## src/rtl/ddr_pkg.sv

```systemverilog
// ddr_pkg
//   Shared DDR definitions for the bank scheduler slice.
//   - 5-bit bank FSM state codes (as reported on bank_state)
//   - scheduler state enum and precharge return-target enum
package ddr_pkg;

    // Bank FSM state encoding. Only the codes the scheduler acts on are
    // named here; any other value is treated as "not there yet" and the
    // scheduler holds its current command.
    localparam logic [4:0] BS_IDLE        = 5'd0;
    localparam logic [4:0] BS_ACTIVATING  = 5'd1;
    localparam logic [4:0] BS_BANK_ACTIVE = 5'd3;
    localparam logic [4:0] BS_PRECHARGING = 5'd10;
    localparam logic [4:0] BS_READING     = 5'd11;
    localparam logic [4:0] BS_REFRESHING  = 5'd13;
    localparam logic [4:0] BS_WRITING     = 5'd18;

    typedef enum logic [3:0] {
        S_IDLE,
        S_PRE,
        S_PRE_WAIT,
        S_ACT,
        S_ACT_WAIT,
        S_RW,
        S_BST,
        S_REF,
        S_REF_WAIT
    } sched_state_e;

    // Where a precharge sequence continues once the bank is back to Idle.
    typedef enum logic {
        RET_ACT,
        RET_REF
    } ret_e;

endpackage

```

## src/rtl/refresh_timer.sv

```systemverilog
// refresh_timer
//   Free-running down counter that flags each refresh interval.
//   Ports:
//     clk, rst_n  clock, async active-low reset (counter loads T_REFI)
//     expire      high for the one cycle the counter sits at 1; the
//                 counter reloads T_REFI on the following edge
module refresh_timer #(
    parameter int T_REFI = 7800,
    parameter int REFI_W = 16
) (
    input  logic clk,
    input  logic rst_n,
    output logic expire
);

    logic [REFI_W-1:0] cnt;

    assign expire = (cnt == REFI_W'(1));

    always_ff @(posedge clk or negedge rst_n) begin
        if (!rst_n)      cnt <= REFI_W'(T_REFI);
        else if (expire) cnt <= REFI_W'(T_REFI);
        else             cnt <= cnt - REFI_W'(1);
    end

endmodule

```

## src/rtl/bank_cmd_scheduler.sv

```systemverilog
// bank_cmd_scheduler
//   Drives one DDR bank FSM with level commands under an open-row policy
//   and inserts periodic refresh.
//   Ports:
//     clk, rst_n                 clock, async active-low reset
//     req_valid/req_ready        request handshake; req_we, req_row latched
//     bank_state                 bank FSM state (ddr_pkg BS_* codes)
//     ACT RD WR PR BST REF       level commands, at most one high, each held
//                                until bank_state shows its target state
//     resp_valid/resp_we         one-cycle pulse when the access starts
//     row_open/open_row          believed open row
//     ref_late                   interval expired with a refresh still pending
module bank_cmd_scheduler
    import ddr_pkg::*;
#(
    parameter int ROW_W  = 16,
    parameter int T_REFI = 7800,
    parameter int REFI_W = 16
) (
    input  logic             clk,
    input  logic             rst_n,
    input  logic             req_valid,
    output logic             req_ready,
    input  logic             req_we,
    input  logic [ROW_W-1:0] req_row,
    input  logic [4:0]       bank_state,
    output logic             ACT,
    output logic             RD,
    output logic             WR,
    output logic             PR,
    output logic             BST,
    output logic             REF,
    output logic             resp_valid,
    output logic             resp_we,
    output logic             row_open,
    output logic [ROW_W-1:0] open_row,
    output logic             ref_late
);

    sched_state_e     state, state_n;
    ret_e             ret, ret_n;
    logic             we_q, we_n;
    logic [ROW_W-1:0] row_q, row_n;
    logic             ref_pending, ref_pending_n;
    logic             row_open_n;
    logic [ROW_W-1:0] open_row_n;
    logic             resp_n, late_n, ref_clr;
    logic             expire;

    refresh_timer #(.T_REFI(T_REFI), .REFI_W(REFI_W)) u_timer (
        .clk    (clk),
        .rst_n  (rst_n),
        .expire (expire)
    );

    always_comb begin
        state_n    = state;
        ret_n      = ret;
        we_n       = we_q;
        row_n      = row_q;
        row_open_n = row_open;
        open_row_n = open_row;
        resp_n     = 1'b0;
        ref_clr    = 1'b0;
        case (state)
            S_IDLE: begin
                // req_ready trails ref_pending by a cycle; refresh wins
                // here so a request shown in that cycle is not consumed.
                if (ref_pending) begin
                    if (row_open) begin
                        state_n = S_PRE;
                        ret_n   = RET_REF;
                    end else begin
                        state_n = S_REF;
                    end
                end else if (req_valid && req_ready) begin
                    we_n  = req_we;
                    row_n = req_row;
                    if (row_open && (req_row == open_row)) begin
                        state_n = S_RW;
                    end else if (row_open) begin
                        state_n = S_PRE;
                        ret_n   = RET_ACT;
                    end else begin
                        state_n = S_ACT;
                    end
                end
            end
            S_PRE:      if (bank_state == BS_PRECHARGING) state_n = S_PRE_WAIT;
            S_PRE_WAIT: if (bank_state == BS_IDLE) begin
                row_open_n = 1'b0;
                state_n    = (ret == RET_REF) ? S_REF : S_ACT;
            end
            S_ACT:      if (bank_state == BS_ACTIVATING) state_n = S_ACT_WAIT;
            S_ACT_WAIT: if (bank_state == BS_BANK_ACTIVE) begin
                row_open_n = 1'b1;
                open_row_n = row_q;
                state_n    = S_RW;
            end
            S_RW: if ((we_q && bank_state == BS_WRITING) ||
                      (!we_q && bank_state == BS_READING)) begin
                resp_n  = 1'b1;
                state_n = S_BST;
            end
            S_BST:      if (bank_state == BS_BANK_ACTIVE) state_n = S_IDLE;
            S_REF:      if (bank_state == BS_REFRESHING) begin
                ref_clr = 1'b1;
                state_n = S_REF_WAIT;
            end
            S_REF_WAIT: if (bank_state == BS_IDLE) state_n = S_IDLE;
            default:    state_n = S_IDLE;
        endcase

        // Only one refresh is ever owed; a second expiry just reports late.
        ref_pending_n = expire | (ref_pending & ~ref_clr);
        late_n        = expire & ref_pending & ~ref_clr;
    end

    always_ff @(posedge clk or negedge rst_n) begin
        if (!rst_n) begin
            state       <= S_IDLE;
            ret         <= RET_ACT;
            we_q        <= 1'b0;
            row_q       <= '0;
            ref_pending <= 1'b0;
            ref_late    <= 1'b0;
            req_ready   <= 1'b0;
            resp_valid  <= 1'b0;
            resp_we     <= 1'b0;
            row_open    <= 1'b0;
            open_row    <= '0;
            ACT         <= 1'b0;
            RD          <= 1'b0;
            WR          <= 1'b0;
            PR          <= 1'b0;
            BST         <= 1'b0;
            REF         <= 1'b0;
        end else begin
            state       <= state_n;
            ret         <= ret_n;
            we_q        <= we_n;
            row_q       <= row_n;
            ref_pending <= ref_pending_n;
            ref_late    <= late_n;
            row_open    <= row_open_n;
            open_row    <= open_row_n;
            resp_valid  <= resp_n;
            resp_we     <= resp_n & we_q;
            // Ready drops as soon as a request is taken, but only sees a
            // new refresh one cycle after ref_pending rises.
            req_ready   <= (state_n == S_IDLE) && !ref_pending;
            // Commands decode from the next state, so each drops on the
            // same edge that observes its target bank state.
            ACT         <= (state_n == S_ACT);
            PR          <= (state_n == S_PRE);
            REF         <= (state_n == S_REF);
            BST         <= (state_n == S_BST);
            RD          <= (state_n == S_RW) && !we_n;
            WR          <= (state_n == S_RW) &&  we_n;
        end
    end

endmodule

```

## config.mk

```make
export PLATFORM = sky130hd
export DESIGN_NAME = bank_cmd_scheduler
export DESIGN_NICKNAME = d
export VERILOG_FILES = /design/src/rtl/ddr_pkg.sv /design/src/rtl/refresh_timer.sv /design/src/rtl/bank_cmd_scheduler.sv
export SDC_FILE = /design/constraint.sdc
export NUM_CORES = 1
export LEC_CHECK = 0
export ABC_AREA = 1
export ABC_CLOCK_PERIOD_IN_PS = 3100
export CELL_PAD_IN_SITES_DETAIL_PLACEMENT = 1
export CELL_PAD_IN_SITES_GLOBAL_PLACEMENT = 1
export CORE_ASPECT_RATIO = 1.75
export CORE_MARGIN = 2
export CORE_UTILIZATION = 42
export CTS_CLUSTER_DIAMETER = 200
export DETAILED_ROUTE_END_ITERATION = 6
export PLACE_DENSITY_LB_ADDON = 0.15
export SYNTH_ARGS = -nofsm -noshare
export SYNTH_HDL_FRONTEND = slang
export SYNTH_SLANG_ARGS = --single-unit
```

## constraint.sdc

```tcl
create_clock -name clk -period 3.1 [get_ports clk]
set_clock_uncertainty 0.1 [all_clocks]
set_input_delay 0.93 -clock clk [delete_from_list [all_inputs] [get_ports clk]]
set_output_delay 0.93 -clock clk [all_outputs]
set_load 0.005 [all_outputs]
```

; Yosys cells after proc, flatten, opt, wreduce, memory -nomap -nowiden
; Index checks and enable logic that the tools add are counted.
[word_totals]
output_inout_bits = 27
wordCells = 103
regBits = 66
[op_classes]
n_eq_ne = 26
n_mux = 31
bitwise = 7
reduce_logical = 20
n_addsub = 1
[op_table]
columns = op, n
row1 = 2-to-1 mux 4 bit, 10
row2 = case mux 4 bit (9 select lines), 1
row3 = "equality test 4 x 3 -> 1 bit, second input constant", 7
row4 = "equality test 16 x 1 -> 1 bit, second input constant", 1
row5 = equality test 16 bit, 1
row6 = 2-to-1 mux 16 bit, 1
row7 = "subtractor 16 x 1 -> 16 bit, second input constant", 1
row8 = "equality test 5 x 4 -> 1 bit, second input constant", 3
row9 = 2-to-1 mux 1 bit, 14
row10 = "equality test 4 x 2 -> 1 bit, second input constant", 3
row11 = 2-to-1 mux 3 bit, 3
row12 = "equality test 4 x 1 -> 1 bit, second input constant", 2
row13 = logical NOT 4 bit, 2
row14 = "!= test 2 bit, second input constant", 4
row15 = logical AND 1 bit, 7
row16 = AND reduction 3 bit, 2
row17 = "equality test 5 x 1 -> 1 bit, second input constant", 1
row18 = "equality test 5 x 2 -> 1 bit, second input constant", 1
row19 = "equality test 5 bit, second input constant", 1
row20 = logical NOT 5 bit, 1
row21 = AND reduction 5 bit, 1
row22 = bitwise AND 1 bit, 4
row23 = "equality test 4 bit, second input constant", 1
row24 = nonzero test 2 bit, 2
row25 = 8 further kinds, 11

; Depth between registers and ports, before layout
[logic_depth]
depth_word = 8
mapped_depth = 12
depth_no_buf = 12

; Cells and area by module
; From an unflattened synthesis, not the netlist that was laid out.
[unflattened]
hier_cells = 466
area_unflattened_um2 = 3522.1
[by_module_without_submodules]
columns = module, area_per_inst_um2, cells_per_inst, n_inst
row1 = bank_cmd_scheduler, 2511.2, 335, 1
row2 = refresh_timer, 1011.0, 131, 1

; Least setup slack after synthesis
; No wires, ideal clock.
[synth_path]
path_type = input port to flip-flop
from = in bank_state[4]
to = reg WR
t_arrival_ns = 1.809
required_time_ns = 2.875
setup_slack_ns = 1.066
stages = 8
cell_sequence = nor3_4 > nand2_1 > nand2_2 > nand3_1 > nor2_2 > nor2_4 > nand2_2 > nor2_1
[synth_between]
elab_chain_len = 7
elab_cells_between_ends = 21
classes_between = eq/ne: 7 / mux: 9 / reduce/logical: 5
[synth_lines]
columns = item, line_no
row1 = start: declaration, bank_cmd_scheduler.sv:26  ; input logic [4:0] bank_state,
row2 = equality test 5 bit or equality test 5 x 4 -> 1 bit (tied branches), "bank_cmd_scheduler.sv:100, bank_cmd_scheduler.sv:101"
row3 = logical AND 1 bit (on tied branches), "bank_cmd_scheduler.sv:100, bank_cmd_scheduler.sv:101"
row4 = logical OR 1 bit, bank_cmd_scheduler.sv:100  ; S_RW: if ((we_q && bank_state == BS_WRITING) ||
row5 = 2-to-1 mux 4 bit, bank_cmd_scheduler.sv:100
row6 = case mux 4 bit (9 select lines) *, bank_cmd_scheduler.sv:65  ; case (state)
row7 = equality test 4 x 3 -> 1 bit *, bank_cmd_scheduler.sv:159  ; WR <= (state_n == S_RW) && we_n;
row8 = logical AND 1 bit *, bank_cmd_scheduler.sv:159
row9 = end signal: assignment, bank_cmd_scheduler.sv:159
row10 = end: declaration, bank_cmd_scheduler.sv:29  ; output logic WR,
; Every way passes the cells marked *; elsewhere a longest branch is shown, timed or not.
; A chain may end at the register's enable or synchronous reset.

; Worst setup path after layout
[layout_path]
from = in bank_state[4]
to = reg RD
[layout_between]
elab_chain_len = 7
elab_cells_between_ends = 21
classes_between = eq/ne: 7 / mux: 9 / reduce/logical: 5
[layout_lines]
columns = item, line_no
row1 = equality test 5 bit or equality test 5 x 4 -> 1 bit (tied branches), "bank_cmd_scheduler.sv:100, bank_cmd_scheduler.sv:101"
row2 = logical AND 1 bit (on tied branches), "bank_cmd_scheduler.sv:100, bank_cmd_scheduler.sv:101"
row3 = logical OR 1 bit, bank_cmd_scheduler.sv:100
row4 = 2-to-1 mux 4 bit, bank_cmd_scheduler.sv:100
row5 = case mux 4 bit (9 select lines) *, bank_cmd_scheduler.sv:65
row6 = net state_n[1], bank_cmd_scheduler.sv:40  ; sched_state_e state, state_n;
row7 = equality test 4 x 3 -> 1 bit *, bank_cmd_scheduler.sv:158  ; RD <= (state_n == S_RW) && !we_n;
row8 = logical AND 1 bit *, bank_cmd_scheduler.sv:158
row9 = end signal: assignment, bank_cmd_scheduler.sv:158
row10 = end: declaration, bank_cmd_scheduler.sv:28  ; output logic RD,
; Mark *: on every way through the listed nets, which the timed path passes. The rest lies on a longest branch.

==> impl_metrics.tcl <==
set metrics [dict create \
    die_w_um 71.4 \
    ctsResizeCount 0 \
    synth-edff-count 0 \
    clkTransAtPathRegs_ns 0.05 \
    synth_ff_type "dfrtp_1" \
    grt_max_degree 28 \
    placedInstanceArea_um2 3980 \
    busiest_layer "met2" \
    n_antenna_cell 0 \
    hpwl_um 6430 \
    fp.dieArea_um2 8710 \
    fmax_mhz 398 \
    final_net_count 523 \
    cp-end-kind "flip-flop" \
    yosys-top-cells-area "dfrtp_1 43%, nand2_1 12%, inv_1 8.7%" \
    worst_pin_slew_ns 0.606 \
    final_cell_area_um2 4270 \
    cts-root-buf "clkbuf_16" \
    yosysTopAreaCellShare 0.435 \
    synth_area_um2 3340 \
    area_delta_synth_final_pct 27.8 \
    crit_type "input port to flip-flop" \
    worstReg2RegStart "u_timer.cnt[0]" \
    netlist_instances 437 \
    place_congestion 0.859 \
    drtIter0Drc 139 \
    report.final.slew_viol_count 0 \
    core_region_area_um2 7800 \
    use_met1 0.243 \
    post-cts-setup-buffer-count 0 \
    required_ns 3.25 \
    rsz0062_at_grt "no" \
    postRouteAntennaNets 0 \
    period_needed_ns 2.52 \
    ys_seq_area_frac 0.498 \
    yosys_warnings 0 \
    setup-tns-final_ns 0 \
    clockBufferDepth 2 \
    drv_cap 0 \
    synth-simple-area-share 0.307 \
    grt-ovfl-total 0 \
    num_vias 2954 \
    dr.pass1.iters 4 \
    tritoncts "yes" \
    worstSkewPairLatency_ns 0.34 \
    synthAdderAreaFrac 0.00749 \
    syn_nets 464 \
    synth_top_family_by_area "simple AND/OR/NAND/NOR gates" \
    die_y_um 122 \
    synthArstFlopShare 1.00 \
    drive_gt1_frac 0.0978 \
    yosysMostFrequentCell "nand2_1" \
    worstHoldStart "u_timer.cnt[0]" \
    grtUsageTotal 0.214 \
    setup_viol 0 \
    yosys.cell_types.count 33 \
    synth_common_cells "111 x nand2_1, 77 x inv_1, 58 x dfrtp_1" \
    clock_tree.htree_level_count 3 \
    p_leak_uw 0.00213 \
    avgSynthCellArea_um2 7.64 \
    synthMuxAreaShare 0 \
    dpl.cell_count 575 \
    cts_buffers 9 \
    wl_per_cell_um 14.7 \
    crit_arrival_ns 2.66 \
    hold_viol 0 \
    drc 0 \
    final_cell_count_no_fill 591 \
    via_per_inst 5.00 \
    vdd_drop_max_mv 0.412 \
    ctsHoldBuffers 0 \
    grt_use_met2 0.391 \
    cp-startpoint "bank_state[4]" \
    antenna_found_initial 0 \
    post-route-period-util 0.811 \
    relSlewSlack 0.596 \
    num_rows 43 \
    gr-usage-met3 0.0389 \
    pin_count 52 \
    synth_xor_area_frac 0.0131 \
    grt_pass1_vias 3185 \
    io_buffers 51 \
    drt_wl_total_um 8690 \
    grt_pass1_wl_um 14400 \
    min_path_type "flip-flop to flip-flop" \
    cts_num_sinks 66 \
    cp-start-kind "input port" \
    rrSetupSlack_ns 1.23 \
    utilization 0.547 \
    start_util 0.428 \
    fill_cells 974 \
    synth_top_cell_by_area "dfrtp_1" \
    ys_ff_latch 66 \
    pwr_density_cell_nw_per_um2 709 \
    status "completed" \
    synth_compound_area_frac 0.0719 \
    critPathMaxFanout 6 \
]
[cells by family after synthesis]
family          after synthesis
simple gates                227
buf+inv                      90
flops                        66
compound gates               47
xor+xnor                      5
fa+ha+maj                     2
[where the power goes]
group          internal [µW]  switching (µW)  total (µW)
Clock                    642             364        1010
Sequential              1010             130        1140
Combinational            425             453         878
[worst max-delay path, stage by stage]
cell,delay (ns)
clkdlybuf4s50_1,0.51
nor3_4,0.33
nand2_1,0.10
nand2_1,0.11
nand2_1,0.08
clkinv_1,0.07
nand2_2,0.07
nor2_4,0.10
nand2_4,0.07
nor2_4,0.10
nand2_2,0.07
nor2_1,0.12
[layer usage]
metal | wire, µm | vias up
met1 | 3520 | 1440
li1 | - | 1458
met5 | 0 | -
met2 | 4750 | 45
met4 | 136 | 0
met3 | 281 | 11
[registers in the layout, indices dropped and copies added (netlist names), 4 cells and up]
name / cells
open_row: 16
row_q: 16
state: 4
u_timer.cnt: 16
[worst paths after layout]
kind,end,cells past startpoint
min reg2reg,u_timer.cnt[0],1
min in group asynchronous,open_row[1],1
max reg2reg,u_timer.cnt[10],9
min,u_timer.cnt[0],1
max,RD,12
max in group asynchronous,PR,2
[placed cells by master, fill, tap and decap left out, types with 3 or more instances in the layout]
cell type        Yosys  routed
nor2_2               3       3
nor3_1               7       7
nand2_1            111     111
nand2_2              4       4
clkdlybuf4s50_1      0      50
inv_1               77      77
clkbuf_16            0       9
clkbuf_1             5       3
o21ai_0             39      39
dfrtp_1             58      58
buf_4                0       5
nor2_1              55      55
inv_2                3       3
nand4_1              5       5
xor2_1               4       4
dfstp_2              8       8
nand3_1             23      23
a21oi_1              6       6
[final cells by class]
cell class / instances / area (µm²) / share of cell area
Clock buffer: 13 / 250 / 0.0587
Clock inverter: 3 / 40.0 / 0.00938
Inverter: 81 / 304 / 0.0713
Multi-Input combinational cell: 281 / 1340 / 0.313
Sequential cell: 66 / 1660 / 0.389
Tap cell: 90 / 113 / 0.0264
Timing Repair Buffer: 57 / 563 / 0.132
[through the flow]
stage                     total power (µW)  setup WS, ns  hold WS [ns]
final                                 3020         0.585         0.364
after floorplan                       1590          1.07         0.330
after CTS                             3060         0.590         0.368
after detailed placement              2040         0.326         0.362
after global placement                1990         0.390         0.346
after global routing                  3200         0.458         0.380
Power figures use the tool's default switching activity.
